## src/rtl/nand_pkg.sv

```systemverilog
// Shared encodings for the NAND operation sequencer: flash instruction modes,
// operation codes, ONFI command bytes and the sequencer state set.
package nand_pkg;

    localparam logic [3:0] MODE_CMD  = 4'd2;
    localparam logic [3:0] MODE_ADDR = 4'd3;
    localparam logic [3:0] MODE_DIN  = 4'd4;
    localparam logic [3:0] MODE_DOUT = 4'd5;

    typedef enum logic [1:0] {
        OP_READ    = 2'd0,
        OP_PROGRAM = 2'd1,
        OP_ERASE   = 2'd2,
        OP_STATUS  = 2'd3
    } op_t;

    localparam logic [7:0] NAND_READ_1   = 8'h00;
    localparam logic [7:0] NAND_READ_2   = 8'h30;
    localparam logic [7:0] NAND_PROG_1   = 8'h80;
    localparam logic [7:0] NAND_PROG_2   = 8'h10;
    localparam logic [7:0] NAND_ERASE_1  = 8'h60;
    localparam logic [7:0] NAND_ERASE_2  = 8'hD0;
    localparam logic [7:0] NAND_STATUS   = 8'h70;

    localparam int BUSY_CNT_W = 21;

    typedef enum logic [3:0] {
        ST_IDLE,
        ST_CMD1,
        ST_ADDR,
        ST_DATA,
        ST_CMD2,
        ST_BUSY_FALL,
        ST_BUSY_RISE,
        ST_STAT_CMD,
        ST_STAT_DOUT,
        ST_STAT_WAIT,
        ST_DONE
    } state_t;

endpackage

```

## src/rtl/rb_sync.sv

```systemverilog
// Two-flop synchronizer for the raw flash R/B# line; idles high (ready).
module rb_sync (
    input  logic clk,
    input  logic rst,
    input  logic d,
    output logic q
);

    logic meta;

    always_ff @(posedge clk or negedge rst) begin
        if (!rst) begin
            meta <= 1'b1;
            q    <= 1'b1;
        end else begin
            meta <= d;
            q    <= meta;
        end
    end

endmodule

```

## src/rtl/nand_op_sequencer.sv

```systemverilog
// Expands one NAND operation into instruction words and command/address bytes,
// waits on R/B# and polls status after program/erase.
module nand_op_sequencer
    import nand_pkg::*;
#(
    parameter int unsigned BUSY_LOW_WAIT  = 16,
    parameter int unsigned TIMEOUT_CYCLES = 2000000
) (
    input  logic        clk,
    input  logic        rst,
    input  logic        op_valid,
    output logic        op_ready,
    input  logic [1:0]  op_code,
    input  logic [23:0] op_row,
    input  logic [15:0] op_col,
    input  logic [11:0] op_len,
    output logic        instr_valid,
    input  logic        instr_ready,
    output logic [3:0]  instr_mode,
    output logic [11:0] instr_count,
    output logic        byte_valid,
    input  logic        byte_ready,
    output logic [7:0]  byte_data,
    input  logic        rb_n,
    input  logic        status_valid,
    input  logic [7:0]  status_data,
    output logic        done,
    output logic        error,
    output logic        timeout,
    output logic [7:0]  status
);

    localparam logic [BUSY_CNT_W-1:0] LOW_LAST = BUSY_CNT_W'(BUSY_LOW_WAIT - 1);
    localparam logic [BUSY_CNT_W-1:0] TMO_LAST = BUSY_CNT_W'(TIMEOUT_CYCLES - 1);

    state_t                state, state_nx;
    op_t                   op_q;
    logic [23:0]           row_q;
    logic [15:0]           col_q;
    logic [11:0]           len_q;
    logic [2:0]            idx;
    logic [2:0]            nbytes;
    logic                  has_word;
    logic                  word_sent;
    logic                  instr_fire, byte_fire, step_adv;
    logic [BUSY_CNT_W-1:0] cnt;
    logic                  tmo_hit;
    logic                  err_q, tmo_q;
    logic                  rb_s;

    rb_sync u_rb_sync (
        .clk (clk),
        .rst (rst),
        .d   (rb_n),
        .q   (rb_s)
    );

    function automatic logic [7:0] cmd1_byte(input op_t op);
        case (op)
            OP_READ:    cmd1_byte = NAND_READ_1;
            OP_PROGRAM: cmd1_byte = NAND_PROG_1;
            OP_ERASE:   cmd1_byte = NAND_ERASE_1;
            default:    cmd1_byte = NAND_STATUS;
        endcase
    endfunction

    function automatic logic [7:0] cmd2_byte(input op_t op);
        case (op)
            OP_READ:    cmd2_byte = NAND_READ_2;
            OP_PROGRAM: cmd2_byte = NAND_PROG_2;
            default:    cmd2_byte = NAND_ERASE_2;
        endcase
    endfunction

    // Erase carries only the three row bytes; read/program lead with two column bytes.
    function automatic logic [7:0] addr_byte(input op_t op, input logic [2:0] i,
                                             input logic [15:0] col, input logic [23:0] row);
        logic [2:0] k;
        k = (op == OP_ERASE) ? i + 3'd2 : i;
        case (k)
            3'd0:    addr_byte = col[7:0];
            3'd1:    addr_byte = col[15:8];
            3'd2:    addr_byte = row[7:0];
            3'd3:    addr_byte = row[15:8];
            default: addr_byte = row[23:16];
        endcase
    endfunction

    always_comb begin
        state_nx    = state;
        op_ready    = 1'b0;
        has_word    = 1'b0;
        nbytes      = 3'd0;
        instr_mode  = 4'd0;
        instr_count = 12'd0;
        byte_data   = 8'h00;
        done        = 1'b0;
        error       = 1'b0;
        timeout     = 1'b0;
        tmo_hit     = 1'b0;

        case (state)
            ST_CMD1:      begin has_word = 1'b1; nbytes = 3'd1; instr_mode = MODE_CMD;
                                instr_count = 12'd1; byte_data = cmd1_byte(op_q); end
            ST_ADDR:      begin has_word = 1'b1; nbytes = (op_q == OP_ERASE) ? 3'd3 : 3'd5;
                                instr_mode = MODE_ADDR; instr_count = {9'd0, nbytes};
                                byte_data = addr_byte(op_q, idx, col_q, row_q); end
            ST_DATA:      begin has_word = 1'b1; instr_count = len_q;
                                instr_mode = (op_q == OP_READ) ? MODE_DOUT : MODE_DIN; end
            ST_CMD2:      begin has_word = 1'b1; nbytes = 3'd1; instr_mode = MODE_CMD;
                                instr_count = 12'd1; byte_data = cmd2_byte(op_q); end
            ST_STAT_CMD:  begin has_word = 1'b1; nbytes = 3'd1; instr_mode = MODE_CMD;
                                instr_count = 12'd1; byte_data = NAND_STATUS; end
            ST_STAT_DOUT: begin has_word = 1'b1; instr_mode = MODE_DOUT; instr_count = 12'd1; end
            default: ;
        endcase

        instr_valid = has_word && !word_sent;
        byte_valid  = idx < nbytes;
        instr_fire  = instr_valid && instr_ready;
        byte_fire   = byte_valid && byte_ready;
        step_adv    = has_word && (word_sent || instr_fire)
                      && ((idx == nbytes) || (byte_fire && (idx == nbytes - 3'd1)));

        case (state)
            ST_IDLE: begin
                op_ready = 1'b1;
                if (op_valid)
                    state_nx = (op_t'(op_code) == OP_STATUS) ? ST_STAT_CMD : ST_CMD1;
            end
            ST_CMD1:      if (step_adv) state_nx = ST_ADDR;
            ST_ADDR:      if (step_adv)
                              state_nx = (op_q == OP_PROGRAM && len_q != 12'd0) ? ST_DATA : ST_CMD2;
            ST_DATA:      if (step_adv) state_nx = (op_q == OP_READ) ? ST_DONE : ST_CMD2;
            ST_CMD2:      if (step_adv) state_nx = ST_BUSY_FALL;
            // Leave after the tWB window even if R/B# never dropped.
            ST_BUSY_FALL: if (!rb_s || cnt == LOW_LAST) state_nx = ST_BUSY_RISE;
            ST_BUSY_RISE: begin
                if (rb_s) begin
                    if (op_q == OP_READ)
                        state_nx = (len_q != 12'd0) ? ST_DATA : ST_DONE;
                    else
                        state_nx = ST_STAT_CMD;
                end else if (cnt == TMO_LAST) begin
                    tmo_hit  = 1'b1;
                    state_nx = ST_DONE;
                end
            end
            ST_STAT_CMD:  if (step_adv) state_nx = ST_STAT_DOUT;
            ST_STAT_DOUT: if (step_adv) state_nx = ST_STAT_WAIT;
            ST_STAT_WAIT: if (status_valid) state_nx = ST_DONE;
            ST_DONE: begin
                done     = 1'b1;
                error    = err_q;
                timeout  = tmo_q;
                state_nx = ST_IDLE;
            end
            default:      state_nx = ST_IDLE;
        endcase
    end

    always_ff @(posedge clk or negedge rst) begin
        if (!rst) begin
            state     <= ST_IDLE;
            word_sent <= 1'b0;
            idx       <= 3'd0;
            cnt       <= '0;
            err_q     <= 1'b0;
            tmo_q     <= 1'b0;
            status    <= 8'h00;
        end else begin
            state <= state_nx;
            if (step_adv) begin
                word_sent <= 1'b0;
                idx       <= 3'd0;
            end else begin
                if (instr_fire) word_sent <= 1'b1;
                if (byte_fire)  idx <= idx + 3'd1;
            end
            if (state_nx != state || (state != ST_BUSY_FALL && state != ST_BUSY_RISE))
                cnt <= '0;
            else
                cnt <= cnt + 1'b1;
            if (state == ST_IDLE && op_valid) begin
                err_q <= 1'b0;
                tmo_q <= 1'b0;
            end else if (tmo_hit) begin
                err_q <= 1'b1;
                tmo_q <= 1'b1;
            end else if (state == ST_STAT_WAIT && status_valid) begin
                err_q  <= status_data[0];
                status <= status_data;
            end
        end
    end

    always_ff @(posedge clk) begin
        if (state == ST_IDLE && op_valid) begin
            op_q  <= op_t'(op_code);
            row_q <= op_row;
            col_q <= op_col;
            len_q <= op_len;
        end
    end

endmodule

```

## config.mk

```make
export PLATFORM = sky130hd
export DESIGN_NAME = nand_op_sequencer
export DESIGN_NICKNAME = d
export VERILOG_FILES = /design/src/rtl/nand_pkg.sv /design/src/rtl/rb_sync.sv /design/src/rtl/nand_op_sequencer.sv
export SDC_FILE = /design/constraint.sdc
export NUM_CORES = 1
export LEC_CHECK = 0
export CAP_MARGIN = 20
export CORE_MARGIN = 2
export CORE_UTILIZATION = 54
export CTS_BUF_LIST = sky130_fd_sc_hd__clkbuf_4 sky130_fd_sc_hd__clkbuf_8 sky130_fd_sc_hd__clkbuf_16
export DETAILED_ROUTE_END_ITERATION = 16
export PLACE_DENSITY = 0.85
export REMOVE_ABC_BUFFERS = 1
export SKIP_LAST_GASP = 1
export SLEW_MARGIN = 20
export SYNTH_ARGS = -nofsm -noshare
export SYNTH_HDL_FRONTEND = slang
export SYNTH_SLANG_ARGS = --single-unit
```

## constraint.sdc

```tcl
create_clock -name clk -period 7.6 [get_ports clk]
set_input_delay 1.14 -clock clk [delete_from_list [all_inputs] [get_ports clk]]
set_output_delay 1.14 -clock clk [all_outputs]
set_load 0.03 [all_outputs]
```

==> results of run 1 <==
report_power, final:
group          total, mW  switching [mW]  internal (mW)
clock              0.313           0.190          0.123
combinational       1.03           0.590          0.437
sequential         0.773           0.125          0.648
total               2.11           0.905           1.21
critical path, stage by stage (launching register included):
cell and delay (ns):
dfrtp_1 0.81, nand2b_1 0.22, nor3_1 0.29, nand2_1 0.15, ha_1 0.34, a21oi_1 0.18, o21a_1 0.16, clkdlybuf4s50_1 0.67
state kept, by name, indices dropped and copies added (netlist names):
register	flops
row_q	24
cnt	21
col_q	16
len_q	12
status	8
state	4
idx	3
op_q	2
err_q	1
tmo_q	1
u_rb_sync.meta	1
u_rb_sync.q	1
word_sent	1
layout by cell type (no fill, tap or decap), drive strengths merged, types with 2 or more instances in the layout:
| cell type | instances |
|---|---|
| clkdlybuf4s50 | 104 |
| nor2 | 65 |
| edfxtp | 54 |
| dfrtp | 39 |
| nand2 | 32 |
| mux2i | 18 |
| nand3 | 16 |
| nor3 | 14 |
| xor2 | 13 |
| and2 | 13 |
| mux2 | 12 |
| a21oi | 11 |
| inv | 11 |
| nor4 | 10 |
| xnor2 | 10 |
| clkbuf | 9 |
| and3 | 8 |
| a31oi | 8 |
| o21ai | 8 |
| a211oi | 7 |
| nand2b | 6 |
| o22ai | 6 |
| nor2b | 5 |
| nand4 | 5 |
| ha | 5 |
| buf | 4 |
| or3 | 3 |
| clkinv | 3 |
| o31ai | 2 |
| a22oi | 2 |
| o211ai | 2 |
| and3b | 2 |
| o21a | 2 |
| o22a | 2 |
| a221oi | 2 |
| dfstp | 2 |
metal layers:
metal | track usage | up-vias
met4 | 0.0716 | 0
met5 | 0 | -
met1 | 0.320 | 1769
met2 | 0.384 | 169
li1 | - | 1771
met3 | 0.0619 | 20
per-stage QoR:
step / instance area [µm²] / power (mW) / setup WS, ns
2_1_floorplan: 4640 / 1.42 / 4.04
3_3_place_gp: 5840 / 1.78 / 3.81
3_5_place_dp: 5840 / 1.80 / 3.71
4_1_cts: 6020 / 2.11 / 3.30
5_1_grt: 6020 / 2.23 / 3.04
6_report: 6020 / 2.11 / 3.28
cell families (layout without fill, tap and decap cells):
group	Yosys count	in the layout	share of synthesized area
muxes	30	30	0.0670
and+or+nand+nor	187	187	0.195
adders and majority gates	5	5	0.0133
other	1	1	0.000797
xor gates and xnor gates	23	23	0.0444
AOI/OAI and AO/OA	64	64	0.0957
DFF	95	95	0.563
buffers and inverters	25	132	0.0210
worst min-delay path by stage:
stage	startpoint	end	slack, ns	cells after the start
floorplan	u_rb_sync.meta	u_rb_sync.q	0.35	0
global placement	u_rb_sync.meta	u_rb_sync.q	0.35	0
detailed placement	u_rb_sync.meta	u_rb_sync.q	0.35	0
CTS	u_rb_sync.meta	u_rb_sync.q	0.37	0
global route	u_rb_sync.meta	u_rb_sync.q	0.37	0
finish	u_rb_sync.meta	u_rb_sync.q	0.36	0
area by class of cell:
type	instances	area [µm²]
sequential	95	2650
inverter	8	30.0
fill	654	2570
timing repair buffer	108	1070
clock inverter	7	53.8
multi-input combinational	310	1960
clock buffer	9	124
tap	108	135
==> results.yml, run 1 <==
run_status:
  status: "finished clean"
worst_setup_path:
  timing.rr.start: "state[1]"
  rrSetupSlack_ns: 3.91
  cp.required_ns: 6.46
  path_class: "flip-flop to output port"
  critPathCaptureType: "output port"
  critPathArrivalTime_ns: 3.18
  r2r.worst_path.cells: 10
  cp_max_fo: 23
  startpoint_type: "flip-flop"
  cp-startpoint: "state[1]"
  critical_path.endpoint: "byte_valid"
  reg2reg_to: "state[3]"
sta:
  tightest_slew_ns: 0.899
  period_share: 0.568
  hold_ws_ns: 0.365
  rsz0062_at_grt: "no"
  fin_crit_ns: 4.32
  fin_skew_ns: 0.0141
  max-slew-margin-rel: 0.401
  drv_slew: 0
  final_hold_viol_count: 0
  finalSetupViolCount: 0
  max_freq_mhz: 232
  fin_setup_tns_ns: 0
cts:
  cts_sinks: 95
  root_buffer: "clkbuf_8"
  h-tree-depth: 3
  path_clk_slew_ns: 0.10
  clockBufferDepth: 2
  cts_resized: 0
  post_cts_buffers: 0
  cts_buffers: 9
  cts_hold_buf: 0
  insertion_delay_ns: 0.37
  cts_tree: "built"
drt:
  ant_nets: 0
  wl_met3_um: 843
  drt-met1-wl_um: 4620
  drc: 0
  top_layer_used: "met4"
  wl_met2_um: 5370
  via_per_inst: 5.78
  avgRoutedWirePerCell_um: 17.1
  drtPass1Iterations: 5
  wl_um: 11000
  drtIter0Drc: 322
  vias: 3729
logic_synthesis:
  yosysMostFrequentCell: "nor2_1"
  synth_seq_cells: 95
  synth_edf_count: 54
  async_flop_share: 0.432
  yosysUniqueCellTypes: 62
  synthTopCellsByCount: "65 x nor2_1, 54 x edfxtp_1, 39 x dfrtp_1"
  netlist.area_leader.share: 0.344
  netlist_area_um2: 4710
  synth.area.top_cells: "edfxtp_1 34%, dfrtp_1 21%, nor2_1 5.2%, mux2i_1 3.8%, mux2_2 2.9%"
  synth-main-ff-cell: "edfxtp_1"
  synth_area_per_cell_um2: 10.9
  yosys.area.top_type: "edfxtp_1"
  synth-seq-area-share: 0.563
  syn-instance-count: 430
  ys_warn_count: 0
power:
  p_leak_nw: 2.26
  vdd_ir_drop_max_mv: 0.175
  power_density_nw_per_um2: 351
placed_design:
  gp_congestion: 0.997
  port-buffer-count: 105
  dp_hpwl_um: 8130
  dp_cells: 629
floorplanning:
  core.rowCount: 34
  core-area_um2: 8590
  die_y_um: 97.4
  ios: 107
  chipWidth_um: 97.4
  start_util: 0.548
  die-area_um2: 9480
grt:
  overflow: 0
  antenna_found_initial: 0
  grt_pass1_vias: 3700
  grt_max_degree: 42
  grt_pass1_wl_um: 18100
  gr-usage-all-layers: 0.238
layout:
  antenna_cells: 0
  nNetsFinal: 606
  final-instance-count-excl-fill: 645
  syn_to_final_growth_pct: 27.9
  drive_gt1_frac: 0.0745
  post-route-util: 0.701
hold_path:
  hp-class: "flip-flop to flip-flop"
job:
  cap_viol_max_count: 0
No activity file was read; power rests on OpenSTA's default activity.
==> inputs of run 2 (changes only) <==
Settings changed: CORE_UTILIZATION 54 to 46, PLACE_DENSITY 0.85 to 0.77.
Clock period 7.6 ns to 3.6 ns, I/O delays scaled along.
==> results.yml, run 2 (synthesis results as in run 1) <==
layout:
  final-instance-count-excl-fill: 677
  post-route-util: 0.625
  drive_gt1_frac: 0.0882
  regMostFlops: "row_q"
  final_common_cell: "clkdlybuf4s50_1"
  antenna_cells: 0
  design_area_um2: 6170
  multi_input_area_um2: 1960
  largest_register_ffs: 24
  seq_area_um2: 2650
  top_regs: "row_q: 24 flops, cnt: 21 flops, col_q: 16 flops"
  syn_to_final_growth_pct: 31.0
  nNetsFinal: 614
  fillers: 789
  final_cell_mix: "104 x clkdlybuf4s50_1, 65 x nor2_1, 54 x edfxtp_1"
worst_setup_path:
  path_class: "flip-flop to output port"
  startpoint_type: "flip-flop"
  critPathCaptureType: "output port"
  cp.required_ns: 3.06
  critPathArrivalTime_ns: 2.86
  cp_max_fo: 7
cts:
  post_cts_buffers: 0
  cts_buffers: 9
  cts_hold_buf: 0
  clockBufferDepth: 2
  insertion_delay_ns: 0.37
  h-tree-depth: 3
  cts_sinks: 95
  root_buffer: "clkbuf_8"
  cts_tree: "built"
  path_clk_slew_ns: 0.10
  cts_resized: 0
placed_design:
  dp_hpwl_um: 8100
  place_area_um2: 5950
  port-buffer-count: 105
  dp_cells: 662
  gp_congestion: 0.859
  pre_cts_ws_ns: 0.448
drt:
  wl_um: 11100
  via_per_inst: 5.48
  avgRoutedWirePerCell_um: 16.3
  drtIter0Drc: 344
  drc: 0
  drtPass1Iterations: 5
  vias: 3707
  ant_nets: 0
power:
  power_density_nw_per_um2: 752
  vdd_ir_drop_max_mv: 0.353
  total_power_mw: 4.64
  p_leak_nw: 2.33
sta:
  fin_crit_ns: 3.40
  fin_ws_ns: 0.198
  max-slew-margin-rel: 0.398
  finalSetupViolCount: 0
  tightest_slew_ns: 0.903
  period_share: 0.945
  fin_setup_tns_ns: 0
  drv_slew: 0
  max_freq_mhz: 294
  rsz0062_at_grt: "no"
  final_hold_viol_count: 0
  fin_skew_ns: 0.00806
  hold_ws_ns: 0.298
floorplanning:
  chipWidth_um: 105
  die_y_um: 105
  die-area_um2: 11100
  ios: 107
  core.rowCount: 36
  start_util: 0.477
  core-area_um2: 9860
run_status:
  status: "finished clean"
grt:
  grt_pass1_vias: 3658
  gr-usage-all-layers: 0.208
  antenna_found_initial: 0
  overflow: 0
  grt_pass1_wl_um: 17900
  grt_max_degree: 42
job:
  cap_viol_max_count: 0
hold_path:
  hp-class: "primary input to asynchronous set/reset pin"
-- run 2: area by class of cell --
type / count / area share
sequential: 95 / 0.430
clock inverter: 6 / 0.0154
inverter: 8 / 0.00487
timing repair buffer: 116 / 0.185
tap: 133 / 0.0270
clock buffer: 9 / 0.0201
multi-input combinational: 310 / 0.318
-- run 2: final timing paths --
| check | startpoint | end | slack [ns] | cells after the start |
|---|---|---|---|---|
| max | op_q[0] | byte_data[4] | 0.20 | 7 |
| min | rst | status[7] | 0.30 | 1 |
| max reg2reg | state[0] | state[0] | 0.42 | 10 |
| min reg2reg | u_rb_sync.meta | u_rb_sync.q | 0.36 | 0 |
| max in group asynchronous | rst | tmo_q | 2.74 | 1 |
| min in group clk | u_rb_sync.meta | u_rb_sync.q | 0.36 | 0 |
-- run 2: routing by layer --
layer	global-route usage	share of wire	routed length (µm)	vias to the layer above
met5	0	0	0	-
met4	0.0600	0.0089	98	0
met3	0.0730	0.088	968	10
met2	0.315	0.46	5090	148
met1	0.282	0.44	4900	1765
li1	-	-	-	1784
-- run 2: worst max-delay path: stages, from the launching register on --
cell	delay [ns]
edfxtp_1	0.47
nand2b_1	0.25
and2_0	0.20
o21ai_1	0.48
nor2_1	0.12
a211oi_1	0.25
o22ai_1	0.11
clkdlybuf4s50_1	0.62
-- run 2: where the power goes --
group,leakage [nW],switching (mW),internal [mW]
Combinational,1.18,1.42,0.973
Clock,0.110,0.381,0.393
Sequential,1.04,0.102,1.37
==> inputs of run 3 (changes only) <==
Settings changed: CTS_BUF_LIST sky130_fd_sc_hd__clkbuf_4 sky130_fd_sc_hd__clkbuf_8 sky130_fd_sc_hd__clkbuf_16 to not set.
==> results of run 3 <==
The final DEF is identical to that of run 2; final timing and power are the same.
